**src/rtl/pc_sequencer.sv**
```systemverilog
// Fetch-stage PC owner: picks next PC (seq/branch/jump/exception), redirects cost one flush bubble.
// o_pc, o_valid and o_flush come from registered state; stall/halt hold the PC without a bubble.
module pc_sequencer #(
    parameter logic [31:0] RESET_VECTOR = 32'h0000_0000,
    parameter logic [31:0] EXC_VECTOR   = 32'h0000_0080,
    parameter logic [31:0] STEP         = 32'd4
) (
    input  logic        clk,
    input  logic        reset,
    input  logic        i_stall,
    input  logic        i_branch_taken,
    input  logic [31:0] i_branch_target,
    input  logic        i_jump,
    input  logic [31:0] i_jump_target,
    input  logic        i_exception,
    input  logic        i_halt,
    output logic [31:0] o_pc,
    output logic [31:0] o_pc_plus4,
    output logic        o_valid,
    output logic        o_flush,
    output logic [1:0]  o_state
);

    typedef enum logic [1:0] {
        BOOT     = 2'd0,
        RUN      = 2'd1,
        REDIRECT = 2'd2,
        HALTED   = 2'd3
    } state_t;

    state_t      state_q, state_d;
    logic [31:0] pc_q, pc_d;
    logic [31:0] pc_plus_step;

    assign pc_plus_step = pc_q + STEP;

    always_ff @(posedge clk or posedge reset) begin
        if (reset) begin
            state_q <= BOOT;
            pc_q    <= RESET_VECTOR;
        end else begin
            state_q <= state_d;
            pc_q    <= pc_d;
        end
    end

    always_comb begin
        state_d = state_q;
        pc_d    = pc_q;
        case (state_q)
            BOOT: begin
                state_d = RUN;
            end
            RUN: begin
                // Fixed priority: exception > branch > jump > halt > stall > sequential.
                if (i_exception) begin
                    pc_d    = EXC_VECTOR;
                    state_d = REDIRECT;
                end else if (i_branch_taken) begin
                    pc_d    = {i_branch_target[31:2], 2'b00};
                    state_d = REDIRECT;
                end else if (i_jump) begin
                    pc_d    = {i_jump_target[31:2], 2'b00};
                    state_d = REDIRECT;
                end else if (i_halt) begin
                    state_d = HALTED;
                end else if (!i_stall) begin
                    pc_d    = pc_plus_step;
                end
            end
            REDIRECT: begin
                if (i_exception) begin
                    pc_d    = EXC_VECTOR;
                    state_d = REDIRECT;
                end else begin
                    state_d = RUN;
                end
            end
            HALTED: begin
                if (i_exception) begin
                    pc_d    = EXC_VECTOR;
                    state_d = REDIRECT;
                end
            end
            default: begin
                state_d = BOOT;
                pc_d    = RESET_VECTOR;
            end
        endcase
    end

    assign o_pc       = pc_q;
    assign o_pc_plus4 = pc_plus_step;
    assign o_valid    = (state_q == RUN);
    assign o_flush    = (state_q == REDIRECT);
    assign o_state    = state_q;

endmodule

```
**config.mk**
```make
export PLATFORM = sky130hd
export DESIGN_NAME = pc_sequencer
export DESIGN_NICKNAME = d
export VERILOG_FILES = /design/src/rtl/pc_sequencer.sv
export SDC_FILE = /design/constraint.sdc
export NUM_CORES = 1
export LEC_CHECK = 0
export CAP_MARGIN = 15
export CORE_MARGIN = 5
export CORE_UTILIZATION = 37
export CTS_BUF_LIST = sky130_fd_sc_hd__clkbuf_16
export CTS_CLUSTER_DIAMETER = 200
export CTS_CLUSTER_SIZE = 8
export DETAILED_ROUTE_END_ITERATION = 12
export PLACE_DENSITY = 0.77
export RECOVER_POWER = 50
export SLEW_MARGIN = 20
export SYNTH_ARGS = -nofsm -noshare
export SYNTH_HDL_FRONTEND = slang
export SYNTH_SLANG_ARGS = --single-unit
```
**constraint.sdc**
```tcl
create_clock -name clk -period 1.81 [get_ports clk]
set_input_delay 0.362 -clock clk [delete_from_list [all_inputs] [get_ports clk]]
set_output_delay 0.362 -clock clk [all_outputs]
set_load 0.05 [all_outputs]
```
==> impl_metrics.tcl, run 1 <==
set metrics [dict create \
    post_dp_cell_area_um2 5770 \
    violations "setup timing" \
    r2r-end "o_pc[28]" \
    viasPerCell 6.40 \
    required_ns 1.45 \
    grt_pass1_vias 4791 \
    drv_cap 0 \
    cts_made_buffers 5 \
    fmax_ghz 0.406 \
    critPathKind "reg2out" \
    yosysWarnings 0 \
    hold_depth 3 \
    cts-root-buf "clkbuf_16" \
    worst_slew_pin_slew_ns 0.980 \
    synth_top_area_cell "dfrtp_1" \
    whs_endpoint "o_state[0]" \
    clockBufferDepth 2 \
    synth_area_um2 2850 \
    final_common_cell "buf_4" \
    power.density_nw_per_um2 1130 \
    cts.sinks 32 \
    fin_nets 692 \
    synthArstFlopShare_pct 100 \
    hold_start "i_exception" \
    synthSimpleGateAreaFrac_pct 25.4 \
    skew_ns 0.00724 \
    first_pass_iters 5 \
    peakVddDrop_mv 0.944 \
    dp_hpwl_mm 10.0 \
    final_antenna_net_count 0 \
    status "finished, violations left" \
    insertion_delay_ns 0.29 \
    vias 4623 \
    multi_input_comb_area_um2 2890 \
    routedWlPerCell_um 26.3 \
    synth_adder_area_share_pct 0.879 \
    synth_area_leaders "dfrtp_1 28%, xnor2_1 8.3%, nand2_1 6.9%" \
    antenna_found_initial 0 \
    final_util_pct 90.9 \
    rsz0062_at_grt "true" \
    coreArea_um2 7610 \
    grt-ovfl-total 0 \
    ys_seq_area_share_pct 28.1 \
    die_w_um 97.7 \
    initial_utilization_pct 37.4 \
    mostFrequentLayoutCells "115 x buf_4, 60 x clkdlybuf4s50_1, 45 x buf_12" \
    synth_top_family_by_area "compound AO/OA/AOI/OAI gates" \
    antennaDiodeCount 0 \
    htreeDepth 2 \
    drtIter0Drc 450 \
    synthCells 368 \
    port_buffers 130 \
    row_count 32 \
    endpoint_kind "output pin" \
    p_leak_uw 0.00309 \
    drc_errors 0 \
    cts_tree "built" \
    final.setup.worst_slack_ns -0.650 \
    maxSlewHeadroom_pct 34.7 \
    rr_worst_depth 10 \
    synth-edff-count 0 \
    fin_crit_ns 2.46 \
    n_fill_cell 281 \
    die_y_um 97.7 \
    wl_mm 19.0 \
    muxShareOfSynthArea_pct 1.05 \
    drive_above_1_share_pct 51.6 \
    yosysUniqueCellTypes 58 \
    regArea_um2 825 \
    synth_compound_area_share_pct 28.9 \
    grt_pass1_wl_mm 25.8 \
    clk_pin_slew_ns 0.05 \
    place_congestion 0.923 \
    critPathLaunchType "register" \
    rrSetupSlack_ns -0.30 \
    synth_xor_area_share_pct 8.61 \
    crit-reg2reg-launch "o_pc[6]" \
    area_growth_pct 143 \
    dieArea_um2 9550 \
    cp_max_fo 6 \
    finalSetupViolCount 47 \
    grt_max_degree 33 \
    synth_ff_type "dfrtp_1" \
    syn_avg_cell_area_um2 7.74 \
    min-delay-path-class "in2reg" \
    cp_data_arrival_time_ns 2.10 \
    synth_top_area_share_pct 28.1 \
    grt_usage_pct 33.8 \
    num_io_pins 139 \
    design_area_um2 6920 \
    finalCritPeriodShare_pct 136 \
    hold_viol 0 \
    ys_seq_elements 32 \
    report.final.slew_viol_count 0 \
]
==> worst max-delay path: stages (launching register included) <==
cell	delay, ns
dfrtp_2	0.40
buf_6	0.17
nand4_1	0.18
nor4_4	0.17
buf_4	0.19
nand4_1	0.19
buf_6	0.20
xnor2_4	0.14
buf_12	0.15
==> cell families after synthesis <==
kind of cell,after synthesis
AO/OA/AOI/OAI,120
XOR/XNOR,28
adder cells (fa/ha/maj),2
buffers and inverters,40
flip-flops,32
multiplexers,3
other,1
AND/OR/NAND/NOR,142
==> synthesized netlist by cell type, drive strengths merged (3+ instances only) <==
library cell,number
o22a,3
nor2b,5
o211ai,3
o221ai,3
inv,10
nor4,3
nand2b,6
nor2,22
a31oi,8
mux2i,3
and3,6
o21a,3
a22oi,5
a22o,8
o21ai,29
a21oi,15
dfrtp,32
o32ai,3
nand4,10
nor3,10
a21o,4
and2,4
nand2,52
o22ai,10
nand3,16
xnor2,27
clkbuf,15
buf,15
o311ai,9
a221o,4
==> flip-flops by register name, summed over array words and instances, names as in the netlist <==
| signal | count |
|---|---|
| o_pc | 30 |
| o_state | 2 |
==> metrics by stage <==
stage	instances	setup TNS [ns]	setup WS (ns)	total power, uW	hold slack (ns)
floorplan	371	-16.77	-0.580	4020	0.459
global placement	674	-11.33	-0.366	6270	0.598
detailed placement	674	-13.22	-0.450	6340	0.606
CTS	708	-11.11	-0.527	7410	0.516
global route	722	-17.25	-0.716	8030	0.599
finish	722	-15.79	-0.650	7830	0.583
==> layout make-up <==
cell class	count	area share [%]
timing repair buffer	271	42.0
tap	102	1.84
multi-input combinational	299	41.8
sequential	32	11.9
clock buffer	5	1.81
clock inverter	3	0.163
inverter	10	0.543
==> layer usage <==
layer	vias up	wire length [um]	share of wire, %	global-route usage, %
met3	143	2040	11	7.57
met2	440	8880	47	58.5
met5	-	0	0	0
met4	0	1490	7.9	18.6
met1	2176	6580	35	38.5
li1	1864	-	-	-
==> power by group <==
part	internal, uW	total (uW)	leakage (uW)	switching (uW)
Clock	496	839	0.0000701	344
Combinational	2570	5830	0.00262	3260
Sequential	937	1170	0.000401	228
==> repair_timing <==
| action | CTS | global route |
|---|---|---|
| pin swaps | 37 | 51 |
| hold buffers | 0 | 0 |
| gates resized for setup | 100 | 62 |
| endpoints found under the setup margin | 50 | 52 |
| setup buffers | 28 | 19 |
==> how the worst max path moves through the flow <==
stage | from | to | slack (ns) | depth (start not counted)
after floorplan | o_pc[5] | o_pc_plus4[25] | -0.58 | 5
after global placement | i_jump | o_pc[28] | -0.37 | 6
after detailed placement | i_jump | o_pc[26] | -0.45 | 7
after CTS | o_pc[6] | o_pc_plus4[26] | -0.53 | 7
after global routing | o_pc[11] | o_pc_plus4[24] | -0.72 | 8
final | o_pc[11] | o_pc_plus4[24] | -0.65 | 8
No activity file was read; power rests on OpenSTA's default activity.
==> run 2: changes to the inputs <==
Settings changed: REMOVE_ABC_BUFFERS set to 1.
==> impl_metrics.tcl, run 2 (synthesis results as in run 1) <==
set metrics [dict create \
    num_io_pins 139 \
    final_antenna_net_count 0 \
    routedWlPerCell_um 23.6 \
    required_ns 1.45 \
    row_count 32 \
    fin_crit_ns 2.46 \
    post_dp_cell_area_um2 5330 \
    htreeDepth 2 \
    insertion_delay_ns 0.29 \
    initial_utilization_pct 37.4 \
    dp.cells 684 \
    drive_above_1_share_pct 46.2 \
    skew_ns 0.00628 \
    seqPwrFrac_pct 15.2 \
    netSwitchingFraction_pct 48.8 \
    clk_pin_slew_ns 0.06 \
    p_switching_uw 3660 \
    report.final.slew_viol_count 0 \
    cp_max_fo 5 \
    n_fill_cell 380 \
    finalCritPeriodShare_pct 136 \
    internal-power_uw 3840 \
    drv_cap 0 \
    multi_input_comb_area_um2 2420 \
    critPathKind "reg2out" \
    cp_data_arrival_time_ns 2.10 \
    die_y_um 97.7 \
    clockBufferDepth 2 \
    hold_depth 2 \
    coreArea_um2 7610 \
    hold_start "o_pc[24]" \
    finalSetupViolCount 57 \
    mostFrequentLayoutCells "133 x buf_4, 60 x clkdlybuf4s50_1, 45 x nand2_1" \
    cts_made_buffers 5 \
    vias 4490 \
    fmax_ghz 0.406 \
    cts.sinks 32 \
    hold_viol 0 \
    endpoint_kind "output pin" \
    drtIter0Drc 374 \
    violations "setup timing" \
    grt_max_degree 33 \
    grt_pass1_wl_mm 22.9 \
    largest_register_ffs 30 \
    pwr-share-comb_pct 73.3 \
    peakVddDrop_mv 0.759 \
    final_common_cell "buf_4" \
    rr_worst_depth 8 \
    clkPwrFrac_pct 11.5 \
    cts_tree "built" \
    dp_hpwl_mm 9.75 \
    status "finished, violations left" \
    fin_nets 687 \
    design_area_um2 6310 \
    fin_cells 717 \
    regArea_um2 802 \
    final.setup.worst_slack_ns -0.653 \
    whs_endpoint "o_pc[24]" \
    crit-reg2reg-launch "o_state[1]" \
    port_buffers 130 \
    first_pass_iters 8 \
    rrSetupSlack_ns -0.26 \
    grt_pass1_vias 4481 \
    maxSlewHeadroom_pct 36.7 \
    grt_usage_pct 29.7 \
    min-delay-path-class "reg2reg" \
    power.density_nw_per_um2 1190 \
    area_growth_pct 121 \
    p_leak_uw 0.00288 \
    wl_mm 16.9 \
    dieArea_um2 9550 \
    r2r-end "o_pc[2]" \
    antenna_found_initial 0 \
    antennaDiodeCount 0 \
    worst_slew_pin_slew_ns 0.950 \
    die_w_um 97.7 \
    rsz0062_at_grt "true" \
    cts-root-buf "clkbuf_16" \
    critPathLaunchType "register" \
    drc_errors 0 \
    viasPerCell 6.26 \
    place_congestion 0.926 \
    grt-ovfl-total 0 \
]
## run 2: cell count changes in the layout (fill, tap and decap cells not counted), moves of 4 or more
cell,previous run,this run
clkbuf_1,5,1
xnor2_2,2,20
xnor2_4,25,4
nand2_4,11,2
o311ai_1,5,9
nand2_1,38,45
nand3_2,1,5
o21ai_1,12,6
dfrtp_1,13,31
dfrtp_2,19,1
buf_6,37,20
buf_4,115,133
nand3_4,8,4
o21ai_0,15,22
## run 2: repair_timing
action | CTS | global route
gates resized for setup | 76 | 61
pin swaps | 22 | 34
hold buffers | 0 | 0
setup buffers | 9 | 19
gates cloned | 0 | 0
endpoints found under the setup margin | 55 | 55
## run 2: metrics by stage
| stage | TNS [ns] | util, % | hold WS [ns] | total power [uW] | worst slack, ns |
|---|---|---|---|---|---|
| global route | -21.35 | 82.9 | 0.631 | 7710 | -0.674 |
| CTS | -11.08 | 77.7 | 0.520 | 7120 | -0.515 |
| finish | -17.51 | 82.9 | 0.599 | 7510 | -0.653 |
| global placement | -12.78 | 70.1 | 0.549 | 5880 | -0.416 |
| floorplan | -49.92 | - | 0.464 | 3420 | -1.22 |
| detailed placement | -14.74 | 70.1 | 0.568 | 5980 | -0.512 |
## run 2: critical path, cell delays in order, from the launching register on
cell and delay, ns:
dfrtp_1 0.40, nand4_1 0.21, nor2_1 0.46, nand4_1 0.30
xnor2_2 0.28, buf_12 0.17
## run 2: worst max-delay path by stage
| stage | start | endpoint | slack (ns) | depth (start not counted) |
|---|---|---|---|---|
| finish | o_pc[20] | o_pc_plus4[26] | -0.65 | 5 |
| global route | o_pc[4] | o_pc_plus4[26] | -0.67 | 6 |
| CTS | o_pc[7] | o_pc_plus4[22] | -0.52 | 6 |
| detailed placement | i_halt | o_pc[20] | -0.51 | 7 |
| global placement | i_jump | o_pc[28] | -0.42 | 6 |
| floorplan | o_pc[4] | o_pc_plus4[19] | -1.22 | 5 |
## run 2: power by group through the flow
| stage | registers, uW | logic (uW) | clock network, uW |
|---|---|---|---|
| 6_report | 1140 | 5500 | 860 |
| 3_3_place_gp | 1080 | 4790 | 0 |
| 5_1_grt | 1150 | 5660 | 892 |
| 3_5_place_dp | 1090 | 4890 | 0 |
| 4_1_cts | 1090 | 5210 | 824 |
| 2_1_floorplan | 1920 | 1500 | 0 |
## run 2: layer usage
metal  global-route usage [%]  wire length (um)  vias up
li1                         -                 -     1848
met1                     31.3              5740     2121
met2                     51.9              8270      394
met3                     8.57              1680      127
met4                     18.5              1250        0
met5                        0                 0        -
## run 2: layout make-up
type | count | share of cell area (%)
multi-input combinational | 299 | 38.3
clock inverter | 3 | 0.218
inverter | 10 | 0.595
clock buffer | 5 | 1.98
tap | 102 | 2.02
timing repair buffer | 266 | 44.2
sequential | 32 | 12.7
==> run 3: changes to the inputs <==
Settings changed: ABC_CLOCK_PERIOD_IN_PS set to 1810, PLACE_DENSITY 0.77 to 0.8, SLEW_MARGIN 20 to not set.
==> impl_metrics.tcl, run 3 (synthesis results as in run 1) <==
set metrics [dict create \
    largest_register_ffs 30 \
    initial_utilization_pct 37.4 \
    cts_made_buffers 5 \
    grt-ovfl-total 0 \
    cts-root-buf "clkbuf_16" \
    coreArea_um2 7610 \
    cp_top_family "simple AND/OR/NAND/NOR gates" \
    finalSetupViolCount 59 \
    grt_pass1_wl_mm 22.0 \
    cts.sinks 32 \
    worst_slew_pin_slew_ns 0.930 \
    grt_usage_pct 28.3 \
    clk_pin_slew_ns 0.06 \
    post_dp_cell_area_um2 5310 \
    antennaDiodeCount 0 \
    routedWlPerCell_um 22.1 \
    htreeDepth 2 \
    power_uw 7340 \
    path_cells "nand4_4 > buf_4 > nor4_4 > and2_4 > nand2_4 > xnor2_4 > buf_12" \
    viasPerCell 6.15 \
    status "finished, violations left" \
    clockBufferDepth 2 \
    dp_hpwl_mm 9.51 \
    p_leak_uw 0.00291 \
    holdBufCountCts 0 \
    place_congestion 0.944 \
    dp.cells 686 \
    hold_depth 3 \
    power.density_nw_per_um2 1170 \
    insertion_delay_ns 0.29 \
    final_antenna_net_count 0 \
    wl_mm 15.8 \
    cp_num_cells 7 \
    antenna_found_initial 0 \
    cts_tree "built" \
    die_w_um 97.7 \
    finalCritPeriodShare_pct 137 \
    hold_start "i_exception" \
    crit-reg2reg-launch "o_pc[7]" \
    area_growth_pct 121 \
    min-delay-path-class "in2reg" \
    fin_hold_ws_ns 0.577 \
    final_common_cell "buf_4" \
    timing.critical_path.buf_inv 2 \
    critPathKind "reg2out" \
    rr_worst_depth 12 \
    design_area_um2 6300 \
    required_ns 1.45 \
    first_pass_iters 6 \
    grt_max_degree 33 \
    dieArea_um2 9550 \
    max_stage_delay_ns 0.41 \
    whs_endpoint "o_state[0]" \
    fin_cells 716 \
    grt_pass1_vias 4316 \
    maxSlewHeadroom_pct 38.0 \
    cp_max_fo 5 \
    violations "setup timing" \
    drive_above_1_share_pct 46.1 \
    vias 4400 \
    drc_errors 0 \
    final.setup.worst_slack_ns -0.667 \
    cp_data_arrival_time_ns 2.11 \
    rsz0062_at_grt "true" \
    mostFrequentLayoutCells "137 x buf_4, 60 x clkdlybuf4s50_1, 40 x nand2_1, 40 x buf_12, 30 x dfrtp_1" \
    die_y_um 97.7 \
    endpoint_kind "output pin" \
    r2r-end "o_pc[12]" \
    port_buffers 130 \
    hold_viol 0 \
    slowest_stage "dfrtp_1" \
    rrSetupSlack_ns -0.43 \
    report.final.slew_viol_count 0 \
    drtIter0Drc 470 \
    fmax_ghz 0.404 \
    peakVddDrop_mv 0.833 \
    num_io_pins 139 \
    skew_ns 0.0100 \
    drv_cap 0 \
    fin_crit_ns 2.48 \
    row_count 32 \
    fin_nets 686 \
    critPathLaunchType "register" \
]
==> run 3: power breakdown <==
group / internal (uW) / switching (uW) / leakage [uW] / total (uW)
clock network: 497 / 367 / 0.0000738 / 863
logic: 2310 / 2980 / 0.00241 / 5290
registers: 915 / 269 / 0.000425 / 1180
total: 3720 / 3610 / 0.00291 / 7340
==> run 3: cell type report <==
cell class	instances	area (um2)
fill	405	1310
multi-input combinational	299	2530
sequential	32	803
tap	102	128
clock inverter	3	11.3
clock buffer	5	125
inverter	10	37.5
timing repair buffer	265	2660
==> run 3: worst reg2reg max path: stages (launching register included) <==
cell	delay [ns]
dfrtp_1	0.41
nand4_4	0.18
buf_4	0.19
buf_6	0.11
buf_6	0.11
nor2_4	0.07
nand4_1	0.14
buf_4	0.17
buf_4	0.12
buf_4	0.12
buf_4	0.12
a21o_1	0.14
a22o_1	0.23
==> run 3: through the flow <==
step	utilization, %	setup TNS [ns]	setup WS (ns)
2_1_floorplan	-	-49.92	-1.22
3_3_place_gp	69.8	-12.07	-0.411
3_5_place_dp	69.8	-14.84	-0.457
4_1_cts	79.1	-11.88	-0.556
5_1_grt	82.8	-21.93	-0.729
6_report	82.8	-17.96	-0.667
==> run 3: metal layers <==
metal / up-vias / GRT usage [%] / part of all wire, %
met2: 361 / 50.3 / 49
met5: - / 0 / 0
met3: 114 / 6.50 / 10
met1: 2075 / 32.9 / 35
met4: 0 / 11.2 / 6.1
li1: 1850 / - / -
==> run 3: repair_timing <==
action,4_1_cts,5_1_grt
gates resized for setup,90,54
pin swaps,26,33
setup buffers,16,17
endpoints found under the setup margin,55,51
==> run 3: worst max-delay path by stage <==
| stage | startpoint | to |
|---|---|---|
| after floorplan | o_pc[4] | o_pc_plus4[19] |
| after global placement | i_jump | o_pc[26] |
| after detailed placement | i_halt | o_pc[28] |
| after CTS | o_pc[7] | o_pc_plus4[22] |
| after global routing | o_pc[7] | o_pc_plus4[31] |
| final | o_pc[7] | o_pc_plus4[27] |
